--- src/rtl/barrel_referee.sv ---
// Referee for one barrel sprite: collisions, jump-over scoring,
// lives, and the arm / play / hit / game-over sequence.
module barrel_referee #(
    parameter int BARREL_W    = 32,
    parameter int BARREL_H    = 24,
    parameter int PLAYER_W    = 24,
    parameter int PLAYER_H    = 32,
    parameter int JUMP_WINDOW = 40,
    parameter int ARM_DELAY   = 60,
    parameter int HIT_HOLD    = 120,
    parameter int LIVES_INIT  = 3,
    parameter int JUMP_POINTS = 100
) (
    input  logic        clk,
    input  logic        rst,
    input  logic        game_start,
    input  logic [9:0]  player_x,
    input  logic [8:0]  player_y,
    input  logic        player_jumping,
    input  logic [9:0]  barrel_x,
    input  logic [8:0]  barrel_y,
    input  logic [1:0]  barrel_state,
    output logic        barrel_start,
    output logic        barrel_over,
    output logic [15:0] score,
    output logic [1:0]  lives,
    output logic [2:0]  phase,
    output logic        game_over
);

    typedef enum logic [2:0] {
        IDLE     = 3'd0,
        ARMING   = 3'd1,
        PLAY     = 3'd2,
        HIT      = 3'd3,
        GAMEOVER = 3'd4
    } phase_t;

    logic [1:0]  rst_sync;
    logic        rst_int;

    phase_t      state, state_nx;
    logic [15:0] cnt, cnt_nx;
    logic        start_nx;
    logic        over_nx;
    logic        game_over_nx;
    logic [15:0] score_nx;
    logic [1:0]  lives_nx;
    logic        pending, pending_nx;
    logic        hit_q;
    logic        ovh_prev;

    logic [10:0] player_r;
    logic [10:0] barrel_r;
    logic [9:0]  player_b;
    logic [9:0]  barrel_b;
    logic [9:0]  gap;
    logic        overlap_h;
    logic        overlap_v;
    logic        coincide;
    logic        jump_now;
    logic        fall;
    logic [16:0] score_sum;
    logic [15:0] score_sat;

    // Reset asserts at once, releases two clocks after rst rises
    always_ff @(posedge clk or negedge rst) begin
        if (!rst) rst_sync <= 2'b00;
        else      rst_sync <= {rst_sync[0], 1'b1};
    end

    assign rst_int = rst_sync[1];

    assign player_r  = {1'b0, player_x} + 11'(PLAYER_W);
    assign barrel_r  = {1'b0, barrel_x} + 11'(BARREL_W);
    assign player_b  = {1'b0, player_y} + 10'(PLAYER_H);
    assign barrel_b  = {1'b0, barrel_y} + 10'(BARREL_H);
    assign overlap_h = ({1'b0, barrel_x} < player_r)
                     && (barrel_r > {1'b0, player_x});
    assign overlap_v = ({1'b0, barrel_y} < player_b)
                     && (barrel_b > {1'b0, player_y});
    assign coincide  = overlap_h && overlap_v
                     && (barrel_state != 2'b00);
    assign gap       = {1'b0, barrel_y} - player_b;
    assign jump_now  = player_jumping && overlap_h
                     && ({1'b0, barrel_y} >= player_b)
                     && (gap <= 10'(JUMP_WINDOW));
    assign fall      = ovh_prev && !overlap_h;
    assign score_sum = {1'b0, score} + 17'(JUMP_POINTS);
    assign score_sat = score_sum[16] ? 16'hFFFF : score_sum[15:0];

    // State, counters and all registered outputs
    always_ff @(posedge clk or negedge rst_int) begin
        if (!rst_int) begin
            state        <= IDLE;
            cnt          <= '0;
            barrel_start <= 1'b0;
            barrel_over  <= 1'b1;
            score        <= '0;
            lives        <= 2'(LIVES_INIT);
            game_over    <= 1'b0;
            pending      <= 1'b0;
            hit_q        <= 1'b0;
            ovh_prev     <= 1'b0;
        end else begin
            state        <= state_nx;
            cnt          <= cnt_nx;
            barrel_start <= start_nx;
            barrel_over  <= over_nx;
            score        <= score_nx;
            lives        <= lives_nx;
            game_over    <= game_over_nx;
            pending      <= pending_nx;
            hit_q        <= coincide;
            ovh_prev     <= overlap_h;
        end
    end

    // Next-state, counter and output decode
    always_comb begin
        state_nx   = state;
        cnt_nx     = cnt;
        start_nx   = barrel_start;
        score_nx   = score;
        lives_nx   = lives;
        pending_nx = pending;
        unique case (state)
            IDLE, GAMEOVER: begin
                if (game_start) begin
                    score_nx = '0;
                    lives_nx = 2'(LIVES_INIT);
                    cnt_nx   = '0;
                    start_nx = 1'b0;
                    state_nx = ARMING;
                end
            end
            ARMING: begin
                if (!barrel_start) begin
                    if (cnt == 16'(ARM_DELAY - 1)) start_nx = 1'b1;
                    else                           cnt_nx = cnt + 16'd1;
                end else if (barrel_state == 2'b01) begin
                    start_nx   = 1'b0;
                    pending_nx = 1'b0;
                    state_nx   = PLAY;
                end
            end
            PLAY: begin
                if (hit_q) begin
                    pending_nx = 1'b0;
                    lives_nx   = (lives != 2'd0) ? lives - 2'd1 : 2'd0;
                    cnt_nx     = 16'(HIT_HOLD);
                    state_nx   = (lives <= 2'd1) ? GAMEOVER : HIT;
                end else begin
                    if (fall && pending) begin
                        score_nx   = score_sat;
                        pending_nx = 1'b0;
                    end
                    if (jump_now) pending_nx = 1'b1;
                end
            end
            HIT: begin
                if (cnt != 16'd0)                cnt_nx = cnt - 16'd1;
                else if (barrel_state == 2'b00) state_nx = ARMING;
            end
            default: state_nx = IDLE;
        endcase
        over_nx      = (state_nx == IDLE) || (state_nx == HIT)
                     || (state_nx == GAMEOVER);
        game_over_nx = (state_nx == GAMEOVER);
    end

    assign phase = state;

endmodule
--- config.mk ---
export PLATFORM = sky130hd
export DESIGN_NAME = barrel_referee
export DESIGN_NICKNAME = d
export VERILOG_FILES = /design/src/rtl/barrel_referee.sv
export SDC_FILE = /design/constraint.sdc
export NUM_CORES = 1
export LEC_CHECK = 0
export ABC_AREA = 1
export BUFFER_PORTS_ARGS = -buffer_cell sky130_fd_sc_hd__buf_2
export CORE_AREA = 2 2 98 100
export CTS_CLUSTER_DIAMETER = 80
export DETAILED_ROUTE_END_ITERATION = 8
export DIE_AREA = 0 0 100 102
export GPL_TIMING_DRIVEN = 0
export PLACE_DENSITY = 0.76
export SYNTH_ARGS = -nofsm -noshare
export SYNTH_HDL_FRONTEND = slang
export SYNTH_SLANG_ARGS = --single-unit
--- constraint.sdc ---
create_clock -name clk -period 3.05 [get_ports clk]
set_input_delay 0.4575 -clock clk [delete_from_list [all_inputs] [get_ports clk]]
set_output_delay 0.4575 -clock clk [all_outputs]
set_load 0.02 [all_outputs]
==> impl_metrics.py, run 1 <==
metrics = {
    "synthesis": {
        "yosysTopAreaCell": "dfrtp_1",
        "synth-main-ff-cell": "dfrtp_1",
        "synth_edf_count": 0,
        "syn_nets": 774,
        "ys_async_sr_fraction_pct": 100,
        "syn_inst": 678,
        "synth_top_area_share_pct": 23.1,
        "syn_avg_cell_area_um2": 6.55,
        "synthesis.area_um2": 4440,
        "yosys_warnings": 0,
        "synth_area_leaders": "dfrtp_1 23%, nand2_1 17%, ha_1 14%",
        "synth_seq_cells": 44,
        "synth_seq_area_share_pct": 24.9,
        "ys_types": 46,
    },
    "clock_network": {
        "numCtsBuffers": 5,
        "clock_path_buffers": 2,
        "cts_root_buf": "clkbuf_8",
        "htree_levels": 2,
        "cts_tree": "built",
        "cts_sinks": 44,
        "clock_latency_ps": 300,
        "clk_pin_slew_ps": 90,
        "cts_setup_buffers": 0,
    },
    "drt": {
        "top_layer": "met4",
        "wl_met3_um": 393,
        "first_pass_iters": 5,
        "wl_met2_mm": 5.13,
        "drc": 0,
        "wl_met1_mm": 4.48,
        "wirelength_mm": 10.2,
        "vias": 4475,
        "drtIter0Drc": 262,
        "wl_per_cell_um": 11.7,
        "viasPerCell": 5.17,
        "antenna_left": 0,
    },
    "job": {
        "cap_violations": 0,
    },
    "setup_path": {
        "critical_path_class": "input port to flop",
        "cpPeakStageDelay_ps": 280,
        "r2r_slack_ps": 450,
        "path_max_fanout": 10,
        "cp_slowest_cell": "ha_1",
        "start_kind": "input port",
        "arrival_ps": 2790,
        "critPathCaptureType": "flop",
        "path_common_cell": "nand2_1",
        "critPathRequiredTime_ps": 3240,
        "cp_cell_sequence": "buf_2, inv_1, ha_1, nor2_1, nand2_1, nor3_1, xor2_1, ha_1, nand3_1, nand2_1, inv_2, nand2_1, nor2_1, nand2_1, nand3_1, nand2_1, nand2_2, buf_4, o21ai_1",
    },
    "power_and_ir_drop": {
        "seqPwrFrac_pct": 30.8,
        "internal-power_uw": 1470,
        "p_leak_uw": 0.00287,
        "p_sw_uw": 1210,
        "swShare_pct": 45.0,
        "ir_drop_mv": 0.274,
        "combPwrFrac_pct": 51.4,
        "clock_power_share_pct": 17.8,
        "p_per_area_nw_per_um2": 528,
    },
    "sta": {
        "rsz0062_at_grt": "no",
        "finalHoldViolCount": 0,
        "slew_violations": 0,
        "slew_headroom_pct": 66.1,
        "fin_crit_ps": 2610,
        "fmax_mhz": 383,
        "fin_skew_ps": 5.75,
        "setup_viol_count_final": 0,
        "final.setup.tns_ps": 0,
        "tightest_slew_ps": 501,
        "fin_crit_sh_pct": 85.5,
    },
    "final_layout": {
        "drive_gt1_share_pct": 14.4,
        "syn2layout_area_growth_pct": 14.3,
        "nets": 850,
        "antenna_cells": 0,
        "fin_area_um2": 5080,
        "filler_cell_count": 879,
    },
    "global_routing": {
        "antenna_found_initial": 0,
        "grt_max_degree": 31,
        "grt_pass1_wl_mm": 17.5,
        "grt_use_total_pct": 20.5,
        "grt_overflow": 0,
        "grt_pass1_vias": 4190,
    },
    "floorplanning": {
        "placeableCoreArea_um2": 9110,
        "fp.dieArea_um2": 10200,
        "rows": 35,
        "die-height_um": 102,
        "fp.dieW_um": 100,
        "start_util_pct": 48.8,
        "ios": 68,
    },
    "status": {
        "status": "completed",
    },
    "placement": {
        "hpwl_mm": 8.23,
        "port_buffers": 67,
        "gp_congestion": 0.921,
        "postPlaceCellArea_um2": 4940,
    },
    "min_path": {
        "hp-class": "flop to async pin",
    },
}
[per-stage QoR]
step,hold slack [ps],setup WS [ps],power [uW],utilization [%],instances
final,162,441,2680,55.8,866
after CTS,168,185,2690,55.7,866
after global placement,242,-179,2150,54.0,856
after global routing,184,141,2920,55.8,866
after detailed placement,167,-215,2200,54.2,857
after floorplan,162,317,1840,-,678
[per-layer routing]
layer	vias to the layer above	track usage (%)
li1	2320	-
met1	2026	25.0
met2	116	38.0
met3	13	2.53
met4	0	6.11
met5	-	0
[cell usage after synthesis, drive strengths merged (2+ instances only)]
master / n
nand4: 11
dfrtp: 41
dfstp: 3
nor4: 3
and3: 2
nand2: 201
o21ai: 42
buf: 4
ha: 51
a21o: 5
xor2: 16
inv: 111
nand3: 41
nor3: 6
nand3b: 2
a21oi: 36
nor2: 75
or2: 5
o21bai: 2
xnor2: 8
[power by group through the flow]
stage          registers, uW  clock network, uW  logic (uW)
2_1_floorplan            871                  0         971
3_3_place_gp             839                  0        1310
3_5_place_dp             837                  0        1360
4_1_cts                  826                490        1370
5_1_grt                  847                514        1560
6_report                 827                477        1380
[sequential cells by signal, indices dropped and copies added, names as in the netlist]
signal,flops
barrel_over,1
hit_q,1
barrel_start,1
pending,1
cnt,16
lives,2
ovh_prev,1
rst_sync,2
phase,3
game_over,1
score,15
[final timing paths]
path,start,to,depth (start not counted)
max,player_x[3],score[15]$_DFFE_PN0P_,19
min,rst_sync[1]$_DFF_PN0_,cnt[7]$_DFFE_PN0P_,0
max reg2reg,phase[2]$_DFF_PN0_,cnt[15]$_DFFE_PN0P_,14
min reg2reg,rst_sync[1]$_DFF_PN0_,cnt[7]$_DFFE_PN0P_,0
max in group asynchronous,rst_sync[1]$_DFF_PN0_,barrel_over$_DFF_PN1_,1
min in group clk,rst_sync[0]$_DFF_PN0_,rst_sync[1]$_DFF_PN0_,0
[cells by family (layout without fill, tap and decap cells)]
group / Yosys count / in the layout / synth area share, %
and+or+nand+nor: 347 / 347 / 33.2
other: 1 / 1 / 0.0844
buffers and inverters: 116 / 193 / 10.3
AOI/OAI and AO/OA: 93 / 93 / 11.8
xor gates and xnor gates: 24 / 24 / 4.73
adders and majority gates: 52 / 52 / 14.8
muxes: 1 / 1 / 0.225
DFF: 44 / 44 / 24.9
[layout make-up]
cell class              count  area, um^2  area share, %
inverters                 111         417           8.20
plain buffers               5        41.3          0.813
multi-input cells         518        2890           56.9
clock inverters             2        38.8          0.764
repair buffers             69         365           7.19
well taps                 111         139           2.73
flip-flops and latches     44        1110           21.8
clock buffers               6        82.6           1.63
[timing repair]
action / CTS / global route
setup endpoints to repair: 6 / 5
gates resized for setup: 1 / 1
endpoints found under the hold margin: 2 / 0
hold buffers: 1 / 0
pin swaps: 0 / 0
[critical path, delay by kind of cell]
kind            cells  cell delay (ps)
compound gates      1               80
xor+xnor            1              180
fa+ha+maj           2              500
buf+inv             4              420
simple gates       11             1160
[cell usage in the layout, fill, tap and decap left out, types with 2 or more instances in the layout]
cell type,n
inv_2,8
inv_1,103
ha_1,51
nor3_1,6
nand3_1,41
dfstp_2,3
nor2_2,4
and3_1,2
nor4_1,3
nor2_4,2
buf_6,2
xnor2_1,8
nand4_1,11
or2_0,2
nand2_2,3
o21ai_0,25
o21ai_1,16
a21oi_1,34
nand2_1,197
xor2_1,16
a21o_1,5
nor2_1,68
clkbuf_8,6
or2_2,2
buf_4,2
nand3b_1,2
buf_2,67
o21bai_1,2
dfrtp_1,40
Power figures use the tool's default switching activity.
==> run 2: changes to the inputs <==
Clock period 3.05 ns to 2.42 ns, I/O delays scaled along.
==> run 2 against run 1 <==
Hold slack got worse by 4.7 ps. Sequential power rose by 26%. Core utilization rose by 2.0 points. Design area rose by 3.6%. Non-clock buffer count rose by 9. Register-to-register slack got worse by 320 ps. Global-route usage rose by 0.16 points. Count of clock-buffer cells in the layout fell by 1. Combinational power rose by 38%. Die area did not move. Clock power rose by 22%. Clock skew rose by 4.5 ps. Largest cell class unchanged.
==> impl_metrics.py, run 2 (synthesis gave the netlist of run 1 again) <==
metrics = {
    "sta": {
        "finalHoldViolCount": 0,
        "rsz0062_at_grt": "yes",
        "tightest_slew_ps": 490,
        "setup_viol_count_final": 0,
        "fin_skew_ps": 10.2,
        "fin_crit_sh_pct": 95.8,
        "slew_headroom_pct": 67.0,
        "fin_crit_ps": 2320,
        "fmax_mhz": 431,
        "slew_violations": 0,
    },
    "final_layout": {
        "layout_common_cells": "193 x nand2_1, 100 x inv_1, 66 x nor2_1, 66 x buf_2, 50 x ha_1",
        "largest_reg_flops": 16,
        "fin_cells": 875,
        "drive_gt1_share_pct": 17.9,
        "top_register": "cnt",
        "nets": 859,
        "final_common_cell": "nand2_1",
        "syn2layout_area_growth_pct": 18.4,
        "antenna_cells": 0,
    },
    "setup_path": {
        "cpPeakStageDelay_ps": 360,
        "path_common_cell": "nand2_2",
        "ff2ff_path_depth": 13,
        "start_kind": "input port",
        "cp_slowest_cell": "ha_1",
        "critical_path_class": "input port to flop",
        "critPathCaptureType": "flop",
        "cp_cell_sequence": "buf_2, inv_2, ha_4, nor2_4, nand2_2, nor3_2, xor2_1, ha_1, buf_6, nand4_1, nor2_1, nor2_2, nand2_2, nand3_2, nand2_2, nand2_4, buf_8, nand2_1, o21ai_1",
        "critPathRequiredTime_ps": 2620,
        "path_max_fanout": 7,
        "arrival_ps": 2510,
    },
    "power_and_ir_drop": {
        "power_uw": 3520,
        "ir_drop_mv": 0.355,
        "p_leak_uw": 0.00295,
        "p_per_area_nw_per_um2": 669,
    },
    "status": {
        "status": "completed",
    },
    "global_routing": {
        "grt_pass1_vias": 4256,
        "grt_max_degree": 31,
        "grt_use_total_pct": 20.7,
        "grt_overflow": 0,
        "antenna_found_initial": 0,
        "grt_pass1_wl_mm": 17.7,
    },
    "clock_network": {
        "numCtsBuffers": 5,
        "cts_root_buf": "clkbuf_8",
        "htree_levels": 2,
        "cts_tree": "built",
        "clock_latency_ps": 300,
        "clk_pin_slew_ps": 90,
        "cts_sinks": 44,
        "clock_path_buffers": 2,
    },
    "floorplanning": {
        "rows": 35,
        "fp.dieW_um": 100,
        "ios": 68,
        "fp.dieArea_um2": 10200,
        "placeableCoreArea_um2": 9110,
        "start_util_pct": 48.8,
        "die-height_um": 102,
    },
    "placement": {
        "port_buffers": 67,
        "hpwl_mm": 8.19,
        "dp_cells": 857,
        "gp_congestion": 0.917,
    },
    "drt": {
        "antenna_left": 0,
        "first_pass_iters": 8,
        "viasPerCell": 5.13,
        "drc": 0,
        "wl_per_cell_um": 11.9,
        "wirelength_mm": 10.4,
        "vias": 4488,
        "drtIter0Drc": 205,
    },
    "min_path": {
        "hp-class": "flop to async pin",
    },
    "job": {
        "cap_violations": 0,
    },
}
## run 2: cell count changes in the layout (fill, tap and decap cells not counted), moves of 3 or more
cell and delta:
nand3_2 +4, inv_2 +3, inv_1 -3, nand3_1 -4, nand2_1 -4, nand2_2 +3, buf_4 +5
## run 2: what timing repair did
| action | 4_1_cts | 5_1_grt |
|---|---|---|
| pin swaps | 1 | 9 |
| gates cloned | 0 | 1 |
| hold buffers | 1 | 0 |
| setup buffers | 2 | 6 |
| resized for setup | 4 | 26 |
| setup endpoints to repair | 19 | 24 |
| hold endpoints to repair | 2 | 0 |
## run 2: final timing paths
kind	startpoint	end	slack (ps)
min in group clk	rst_sync[0]$_DFF_PN0_	rst_sync[1]$_DFF_PN0_	360
min reg2reg	rst_sync[1]$_DFF_PN0_	hit_q$_DFF_PN0_	160
min	rst_sync[1]$_DFF_PN0_	hit_q$_DFF_PN0_	160
max	player_x[4]	score[2]$_DFFE_PN0P_	100
max in group asynchronous	rst_sync[1]$_DFF_PN0_	barrel_over$_DFF_PN1_	1750
max reg2reg	phase[2]$_DFF_PN0_	cnt[10]$_DFFE_PN0P_	130
## run 2: area by class of cell
cell class	count	area, um^2
plain buffers	5	48.8
clock buffers	5	68.8
clock inverters	3	47.5
fillers	883	3840
inverters	111	417
multi-input cells	518	2960
flip-flops and latches	44	1110
well taps	111	139
repair buffers	78	473
## run 2: report_power, final
part / switching, uW / internal, uW
Combinational: 1180 / 724
Clock: 269 / 311
Sequential: 137 / 901
## run 2: critical path, delay by kind of cell
kind | cells | cell delay, ps
xor gates and xnor gates | 1 | 100
adders and majority gates | 2 | 530
AOI/OAI and AO/OA | 1 | 70
buffers and inverters | 4 | 430
and+or+nand+nor | 11 | 1020
## run 2: metal layers
metal / vias up / global-route usage, % / routed length [um]
met2: 108 / 38.9 / 5280
li1: 2346 / - / -
met1: 2019 / 24.9 / 4580
met4: 0 / 5.90 / 150
met3: 15 / 2.39 / 380
met5: - / 0 / 0
## run 2: through the flow
step           hold slack (ps)  worst slack (ps)  setup TNS [ps]  area, um^2  utilization (%)
2_1_floorplan             67.4               105               0        4450                -
3_3_place_gp               148              -348           -5020        4930             54.1
3_5_place_dp               149              -404           -5970        4950             54.3
4_1_cts                    169              7.30               0        5110             56.2
5_1_grt                    188             -61.9            -305        5260             57.8
6_report                   158               101               0        5260             57.8
